`src/rtl/pool_feeder.sv`:
```
// Command-driven stream master for the average-pooling engine: fetches the input
// map from a source RAM into the engine and drains results into a destination RAM.
module pool_feeder #(
    parameter int DATA_WIDTH = 16,
    parameter int ADDR_WIDTH = 12,
    parameter int TYPE1_LEN  = 325,
    parameter int TYPE2_LEN  = 4000,
    parameter int TYPE1_OLEN = 1,
    parameter int TYPE2_OLEN = 325
) (
    input  logic                  CLK,
    input  logic                  RESET,
    input  logic                  EN,
    input  logic                  CMD_VLD,
    output logic                  CMD_RDY,
    input  logic [1:0]            CMD_PLTY,
    input  logic [ADDR_WIDTH-1:0] CMD_SRC_BASE,
    input  logic [ADDR_WIDTH-1:0] CMD_DST_BASE,
    output logic                  SRC_RE,
    output logic [ADDR_WIDTH-1:0] SRC_ADDR,
    input  logic [DATA_WIDTH-1:0] SRC_DATA,
    output logic                  PL_START,
    output logic [1:0]            PL_PLTY,
    output logic [DATA_WIDTH-1:0] PL_DIN,
    output logic                  PL_DIN_VLD,
    input  logic                  PL_DIN_RDY,
    input  logic [DATA_WIDTH-1:0] PL_DOUT,
    input  logic                  PL_DOUT_VLD,
    output logic                  PL_DOUT_RDY,
    input  logic                  PL_DOUT_OVFL,
    output logic                  DST_WE,
    output logic [ADDR_WIDTH-1:0] DST_ADDR,
    output logic [DATA_WIDTH-1:0] DST_DATA,
    output logic                  DONE,
    output logic                  ERR,
    output logic [ADDR_WIDTH-1:0] OVFL_CNT
);
    localparam int CNT_W = $clog2(TYPE2_LEN + 1);

    typedef enum logic [2:0] {
        S_IDLE  = 3'd0,
        S_STRT  = 3'd1,
        S_FEED  = 3'd2,
        S_DRAIN = 3'd3,
        S_FIN   = 3'd4
    } state_t;

    state_t                r_state;
    state_t                w_state_nxt;
    logic [1:0]            r_plty;
    logic                  r_err;
    logic [ADDR_WIDTH-1:0] r_src_base;
    logic [ADDR_WIDTH-1:0] r_dst_base;
    logic [CNT_W-1:0]      r_rd_cnt;
    logic [CNT_W-1:0]      r_xfer_cnt;
    logic [CNT_W-1:0]      r_wr_cnt;
    logic [ADDR_WIDTH-1:0] r_ovfl_cnt;
    logic [DATA_WIDTH-1:0] r_fifo [4];
    logic [1:0]            r_wptr;
    logic [1:0]            r_rptr;
    logic [2:0]            r_occ;
    logic                  r_inflight;

    logic                  w_cmd_acc;
    logic                  w_cmd_bad;
    logic [CNT_W-1:0]      w_len;
    logic [CNT_W-1:0]      w_olen;
    logic                  w_push;
    logic                  w_pop;
    logic                  w_issue;
    logic                  w_dout_rdy;
    logic                  w_dout_xfer;
    logic [CNT_W-1:0]      w_wr_cnt_nxt;
    logic                  w_last_din;

    assign w_cmd_acc    = (r_state == S_IDLE) && CMD_VLD && EN;
    assign w_cmd_bad    = (CMD_PLTY == 2'b00) || (CMD_PLTY == 2'b11);
    assign w_len        = (r_plty == 2'b01) ? CNT_W'(TYPE1_LEN)  : CNT_W'(TYPE2_LEN);
    assign w_olen       = (r_plty == 2'b01) ? CNT_W'(TYPE1_OLEN) : CNT_W'(TYPE2_OLEN);
    assign w_push       = r_inflight && EN;
    assign w_pop        = (r_state == S_FEED) && (r_occ != 3'd0) && PL_DIN_RDY && EN;
    // Reserve a slot for every read still in flight so the FIFO can never overflow.
    assign w_issue      = EN && (r_state == S_FEED) && (r_rd_cnt < w_len) &&
                          (({1'b0, r_occ} + {3'b000, r_inflight} - {3'b000, w_pop}) < 4'd4);
    assign w_dout_rdy   = ((r_state == S_FEED) || (r_state == S_DRAIN)) && (r_wr_cnt < w_olen);
    assign w_dout_xfer  = PL_DOUT_VLD && w_dout_rdy && EN;
    assign w_wr_cnt_nxt = r_wr_cnt + (w_dout_xfer ? CNT_W'(1) : CNT_W'(0));
    assign w_last_din   = w_pop && (r_xfer_cnt == (w_len - CNT_W'(1)));

    // Next-state decode for the command sequencer.
    always_comb begin
        w_state_nxt = r_state;
        case (r_state)
            S_IDLE: begin
                if (w_cmd_acc) begin
                    w_state_nxt = w_cmd_bad ? S_FIN : S_STRT;
                end else begin
                    w_state_nxt = S_IDLE;
                end
            end
            S_STRT: begin
                if (EN) begin
                    w_state_nxt = S_FEED;
                end else begin
                    w_state_nxt = S_STRT;
                end
            end
            S_FEED: begin
                if (w_last_din) begin
                    w_state_nxt = (w_wr_cnt_nxt == w_olen) ? S_FIN : S_DRAIN;
                end else begin
                    w_state_nxt = S_FEED;
                end
            end
            S_DRAIN: begin
                if (EN && (w_wr_cnt_nxt == w_olen)) begin
                    w_state_nxt = S_FIN;
                end else begin
                    w_state_nxt = S_DRAIN;
                end
            end
            S_FIN: begin
                if (EN) begin
                    w_state_nxt = S_IDLE;
                end else begin
                    w_state_nxt = S_FIN;
                end
            end
            default: w_state_nxt = S_IDLE;
        endcase
    end

    // State, command latch, counters and FIFO bookkeeping.
    always_ff @(posedge CLK) begin
        if (RESET) begin
            r_state    <= S_IDLE;
            r_plty     <= 2'b00;
            r_err      <= 1'b0;
            r_src_base <= '0;
            r_dst_base <= '0;
            r_rd_cnt   <= '0;
            r_xfer_cnt <= '0;
            r_wr_cnt   <= '0;
            r_ovfl_cnt <= '0;
            r_wptr     <= 2'd0;
            r_rptr     <= 2'd0;
            r_occ      <= 3'd0;
            r_inflight <= 1'b0;
        end else if (EN) begin
            r_state <= w_state_nxt;
            if (w_cmd_acc) begin
                r_plty     <= CMD_PLTY;
                r_err      <= w_cmd_bad;
                r_src_base <= CMD_SRC_BASE;
                r_dst_base <= CMD_DST_BASE;
                r_rd_cnt   <= '0;
                r_xfer_cnt <= '0;
                r_wr_cnt   <= '0;
                r_ovfl_cnt <= '0;
            end else begin
                r_rd_cnt   <= r_rd_cnt + (w_issue ? CNT_W'(1) : CNT_W'(0));
                r_xfer_cnt <= r_xfer_cnt + (w_pop ? CNT_W'(1) : CNT_W'(0));
                r_wr_cnt   <= w_wr_cnt_nxt;
                r_ovfl_cnt <= r_ovfl_cnt + ((w_dout_xfer && PL_DOUT_OVFL) ? ADDR_WIDTH'(1) : ADDR_WIDTH'(0));
            end
            r_wptr     <= r_wptr + (w_push ? 2'd1 : 2'd0);
            r_rptr     <= r_rptr + (w_pop ? 2'd1 : 2'd0);
            r_occ      <= r_occ + {2'b00, w_push} - {2'b00, w_pop};
            r_inflight <= w_issue;
        end
    end

    // Prefetch FIFO storage; contents are meaningless whenever r_occ is zero.
    always_ff @(posedge CLK) begin
        if (EN && w_push) begin
            r_fifo[r_wptr] <= SRC_DATA;
        end
    end

    assign CMD_RDY     = (r_state == S_IDLE) && !RESET;
    assign SRC_RE      = w_issue;
    assign SRC_ADDR    = r_src_base + ADDR_WIDTH'(r_rd_cnt);
    assign PL_START    = (r_state == S_STRT);
    assign PL_PLTY     = r_plty;
    assign PL_DIN_VLD  = (r_occ != 3'd0);
    assign PL_DIN      = PL_DIN_VLD ? r_fifo[r_rptr] : '0;
    assign PL_DOUT_RDY = w_dout_rdy;
    assign DST_WE      = w_dout_xfer;
    assign DST_ADDR    = r_dst_base + ADDR_WIDTH'(r_wr_cnt);
    assign DST_DATA    = w_dout_xfer ? PL_DOUT : '0;
    assign DONE        = (r_state == S_FIN);
    assign ERR         = (r_state == S_FIN) && r_err;
    assign OVFL_CNT    = r_ovfl_cnt;
endmodule

```
`config.mk`:
```
export PLATFORM = sky130hd
export DESIGN_NAME = pool_feeder
export DESIGN_NICKNAME = d
export VERILOG_FILES = /design/src/rtl/pool_feeder.sv
export SDC_FILE = /design/constraint.sdc
export NUM_CORES = 1
export LEC_CHECK = 0
export CAP_MARGIN = 20
export CELL_PAD_IN_SITES_DETAIL_PLACEMENT = 2
export CELL_PAD_IN_SITES_GLOBAL_PLACEMENT = 2
export CORE_MARGIN = 3
export CORE_UTILIZATION = 36
export DETAILED_ROUTE_END_ITERATION = 8
export PLACE_DENSITY_LB_ADDON = 0.1
export SYNTH_ARGS = -nofsm -noshare
export SYNTH_HDL_FRONTEND = slang
export SYNTH_SLANG_ARGS = --single-unit
```
`constraint.sdc`:
```
create_clock -name CLK -period 7.15 [get_ports CLK]
set_clock_uncertainty 0.1 [all_clocks]
set_input_delay 0.715 -clock CLK [delete_from_list [all_inputs] [get_ports CLK]]
set_output_delay 0.715 -clock CLK [all_outputs]
set_load 0.03 [all_outputs]
```
* Word level (Yosys, flattened, before mapping)
Memory sizes are Yosys's and may differ from the RTL's. A register that Yosys moved wholly into a read port is not among the register bits. Index checks and enable logic that the tools add are counted. Widths: inputs -> output; s select.
Cells by class: add/sub/neg operators 13, $lt $le $gt $ge 3, equal/unequal tests 8, multiplexer cells 24, reductions and logical operators 25
Operators with widths (count):
- $mux 12 | 5
- $add 12x1->12 | 4
- $mux 16 | 2
- $add 12x12->12 | 2
- $logic_and 1x1->1 | 18
- $mux 3 | 5
- $eq 12x12->1 | 1
- $eq 12x9->1 | 1
- $lt 12x12->1 | 1
- $lt 12x9->1 | 1
- $pmux 3 s4 | 1
- $sub 12x1->12 const B | 1
- $mux 9 | 1
- $mux 1 | 8
- $eq 3x2->1 const B | 2
- $add 2x1->2 | 2
- $add 3x1->4 | 1
- $lt 4x3->1 const B | 1
- $mux 2 | 2
- $sub 4x1->4 | 1
- $add 3x1->3 | 1
- $eq 3x1->1 const B | 1
- $eq 3x3->1 const B | 1
- $logic_not 3->1 | 1
- other kinds (8) | 9
Storage, ports and cells: bits in registers 86, bits in writable memories 64, input bits 65, logic and storage cells 87, memories 1
Memory list:
- r_fifo | depth 4, width 16, read ports 1, clocked after memory_dff 1, write ports 1, RTL line 58 | logic [DATA_WIDTH-1:0] r_fifo [4];

* Logic depth before layout (Yosys ltp)
depth after elaboration 12, mapped depth 18, gate-level depth less buffers 17

* Least setup slack after synthesis
No wires, ideal clock.
path kind input port to flip-flop, from in EN, to reg r_rd_cnt[8], arrival time 3.797 ns, required time 6.922 ns, slack 3.125 ns, stages 18, buffers on the path 1, cell sequence clkbuf_1 > nor4bb_1 > nand2_1 > nor2_1 > ha_1 > inv_1 > ha_1 > and3b_1 > a2111o_1 > o21ai_0 > and4_1 > ha_1 > ha_1 > nand3_1 > nor2_1 > nand3_1 > xor2_1 > nor2_1
Between the ends: cells in the longest elaborated chain, start to end 7
RTL lines:
- start, declared | RTL line 13 | input logic EN,
- $logic_and 1x1->1 | RTL line 81 | assign w_pop = (r_state == S_FEED) && (r_occ != 3'd0) && PL_DIN_RDY && EN;
- $sub 4x1->4 | RTL line 84 | (({1'b0, r_occ} + {3'b000, r_inflight} - {3'b000, w_pop}) < 4'd4);
- $lt 4x3->1 | RTL line 84
- $logic_and 1x1->1 * | RTL line 83 | assign w_issue = EN && (r_state == S_FEED) && (r_rd_cnt < w_len) &&
- via SRC_RE | RTL line 19 | output logic SRC_RE,
- $mux 1 * | RTL line 161 | r_rd_cnt <= r_rd_cnt + (w_issue ? CNT_W'(1) : CNT_W'(0));
- $add 12x1->12 * | RTL line 161
- $mux 12 * | RTL line 151 | if (w_cmd_acc) begin
- end signal, assigned | RTL line 161
- end, declared | RTL line 54 | logic [CNT_W-1:0] r_rd_cnt;
Mark *: on every way through the listed nets, which the timed path passes. The rest lies on a longest branch. A chain may end at the register's enable or synchronous reset.

* Worst setup path in the final report
from in EN, to out SRC_RE
Between the ends: cells in the longest elaborated chain, start to end 4
RTL lines (RTL line):
- $logic_and 1x1->1 | 81
- $sub 4x1->4 | 84
- $lt 4x3->1 | 84
- $logic_and 1x1->1 * | 83
- end, declared | 19
Mark *: on every way between the ends. The rest lies on a longest branch, timed or not.

==> impl_metrics.csv <==
group,metric,value,unit
timing,max_slew_margin,39.9,%
global_routing,grt_use_met1,25.5,%
power_and_ir_drop,power.internal,1.55,mW
global_routing,grt.overflow.total,0,
timing,period_share,74.6,%
critical_path,end_kind,"output pin",
power_and_ir_drop,switchingPower,0.574,mW
critical_path,critPathMaxFanout,4,
routing,drt_iter0_drc,269,
die,coreArea,21200,um^2
timing,setup_tns,0,ns
yosys,avgSynthCellArea,9.90,um^2
power_and_ir_drop,total_power,2.12,mW
critical_path,rrSetupSlack,2.62,ns
die,die_area,23400,um^2
critical_path,path_cells,"clkdlybuf4s50_1 > nor4bb_1 > nand2_1 > nor2_1 > ha_1 > inv_1 > ha_1 > and3b_1 > a2111o_1 > o21ai_0 > and4_1 > clkdlybuf4s50_1",
yosys,ys_seq_elements,152,
clocking,cts-root-buf,"clkbuf_16",
routing,remaining_drc_errors,0,
place,gp_congestion,0.793,
routing,routed_via_density,5.48,
place,dpl.hpwl,17.8,mm
power_and_ir_drop,p_per_area,209,nW/um^2
place,dp.cells,1175,
power_and_ir_drop,switching_share,27.1,%
clocking,clock_path_buffers,2,
clocking,cts_sinks,152,
critical_path,crit_required,6.34,ns
global_routing,gr-usage-met2,42.5,%
yosys,synth-edff-count,64,
clocking,numCtsBuffers,17,
layout,diodes,0,
worst_hold_path,hp-class,"reg -> reg",
clocking,cts_tree,"yes",
routing,routed_wl,26.3,mm
critical_path,critPathKind,"in -> out",
run_status,status,"finished, final reports clean",
yosys,synth_area,7780,um^2
critical_path,rr_endpoint,"r_rd_cnt[10]",
critical_path,endpoint,"SRC_RE",
power_and_ir_drop,pwr-share-comb,11.3,%
global_routing,grt_pass1_vias,7617,
power_and_ir_drop,clock_power_share,45.0,%
timing,drv_slew,0,
routing,vias,6623,
routing,antenna_left,0,
yosys,synthTopCellsByArea,"edfxtp_1, dfxtp_1, ha_1",
critical_path,slowest_stage,"clkdlybuf4s50_1",
timing,tightest_slew,0.901,ns
global_routing,antenna_found_initial,0,
power_and_ir_drop,vdd_drop_max,0.131,mV
routing,wl_per_cell,21.8,um
critical_path,cpPeakStageDelay,0.76,ns
clocking,cts_hold_buf,0,
die,top_level_ports,143,
timing,max_clock_freq,187,MHz
global_routing,track_usage,22.5,%
power_and_ir_drop,seq_power_share,43.7,%
yosys,yosysWarningCount,0,
power_and_ir_drop,leakagePower,3.70,nW
global_routing,grt_max_degree,56,
timing,rsz0062_at_grt,"false",
yosys,seq_area_frac_synth,47.3,%
clocking,htreeDepth,4,
yosys,yosys.area.top_type,"edfxtp_1",
routing,firstDrtPassIters,4,
clocking,cts_setup_buffers,0,
global_routing,grt_pass1_wl,41.8,mm
timing,finalSetupViolations,0,
worst_hold_path,min-delay-start,"r_dst_base[5]",
layout,nNetsFinal,1027,
place,place_ws,1.95,ns
yosys,synth-async-reset-ratio,0,%
clocking,cts_resized,0,
critical_path,startpoint_type,"input pin",
layout,drive_gt1_share,7.29,%
place,portBuffers,142,
timing,timing.final.hold_violations,0,
job,drv_cap,0,
clocking,clk_latency,0.43,ns
layout,fin_cells,1208,
critical_path,crit_arrival,4.52,ns
timing,fin_crit,5.33,ns
timing,timing.final.ws_setup,1.82,ns
die,num_rows,53,
yosys,synth-main-ff-cell,"dfxtp_1",
die,start_util,36.8,%
layout,syn2layout_area_growth,30.1,%
yosys,synthCells,786,
yosys,synth_fp_nets,893,
die,fp.dieH,153,um
critical_path,r2r-start,"r_state[1]",
critical_path,worstSetupStartpoint,"EN",
yosys,synth_top_area_share,24.7,%
critical_path,reg2reg_depth,17,
global_routing,use_met3,5.07,%
clocking,path_clk_slew,0.07,ns
global_routing,top_usage_layer,"met2",
die,die_x,153,um
yosys,ys_types,61,
==> layout by cell type, fill, tap and decap left out, types with 7 or more instances in the layout <==
cell             Yosys  final
xor2_1              35     35
inv_1               24     24
and2_1              38     38
o21ai_0             27     27
ha_1                39     39
mux4_2              16     16
edfxtp_1            64     64
clkbuf_16            0     17
nor4_1               7      7
clkdlybuf4s50_1      0    141
a21oi_1             65     65
and3_1               8      7
nand4_1             11     11
or4_1                7      7
or3_1                9      9
xnor2_1             20     20
nand2_1            103    103
nand3_1             29     29
nor2_1              65     65
nor3_1              16     15
dfxtp_1             88     88
==> flip-flops by register name, summed over array words and instances, names as in the netlist, 2 cells and up, named ones only <==
signal	count
PL_PLTY	2
r_wptr	2
r_wr_cnt	12
r_xfer_cnt	12
r_occ	3
r_src_base	12
r_rd_cnt	12
r_dst_base	12
r_fifo	64
OVFL_CNT	12
r_rptr	2
r_state	3
==> metrics by stage <==
stage	hold slack (ns)	instance area, um^2	util (%)
2_1_floorplan	0.332	7780	-
3_3_place_gp	0.347	9470	44.8
3_5_place_dp	0.361	9490	44.8
4_1_cts	0.371	10100	47.7
5_1_grt	0.398	10100	47.9
6_report	0.369	10100	47.9
==> layout make-up <==
cell class | instances | area, um^2
Clock buffer | 17 | 425
Multi-Input combinational cell | 574 | 3890
Clock inverter | 15 | 186
Tap cell | 275 | 344
Timing Repair Buffer | 150 | 1500
Fill cell | 2198 | 11000
Inverter | 25 | 93.8
Sequential cell | 152 | 3680
==> cells in the mapped netlist (9+ instances only) <==
master    number
nand2_1      103
dfxtp_1       88
a21oi_1       65
nor2_1        65
edfxtp_1      64
ha_1          39
and2_1        38
xor2_1        35
nand3_1       29
clkbuf_1      27
o21ai_0       27
inv_1         24
xnor2_1       20
mux4_2        16
nor3_1        16
nand4_1       11
or3_1          9
==> power groups by stage <==
stage               Sequential [mW]  Combinational (mW)  Clock, mW
floorplan                     0.942               0.124          0
global placement              0.944               0.226          0
detailed placement            0.945               0.237          0
CTS                           0.926               0.241      0.972
global route                  0.927               0.259       1.01
finish                        0.926               0.240      0.955
==> routing by layer <==
metal	wire (um)	part of all wire, %	vias up
li1	-	-	3088
met1	10700	41	3349
met2	14200	54	160
met3	1030	3.9	26
met4	308	1.2	0
met5	0	0	-
==> critical path, delay by kind of cell <==
family | cells | cell delay [ns]
buffers and inverters | 3 | 1.31
AO/OA/AOI/OAI | 2 | 0.39
AND/OR/NAND/NOR | 5 | 1.60
adder cells (fa/ha/maj) | 2 | 0.50
==> worst min-delay path by stage <==
stage,endpoint,slack (ns),depth (start not counted)
after detailed placement,r_dst_base[5],0.36,2
final,r_dst_base[5],0.37,2
after global routing,r_src_base[8],0.40,2
after CTS,r_dst_base[5],0.37,2
after global placement,r_src_base[8],0.35,2
after floorplan,r_err,0.33,2
==> cells by family (layout without fill, tap and decap cells) <==
group / after synthesis / in the layout / share of synthesized area, %
AO/OA/AOI/OAI: 137 / 137 / 11.0
XOR/XNOR: 55 / 55 / 6.19
adder cells (fa/ha/maj): 42 / 42 / 7.04
buffers and inverters: 60 / 207 / 2.96
flip-flops: 152 / 152 / 47.3
multiplexers: 20 / 20 / 5.14
AND/OR/NAND/NOR: 320 / 320 / 20.4
(Power assumes the default switching activity.)
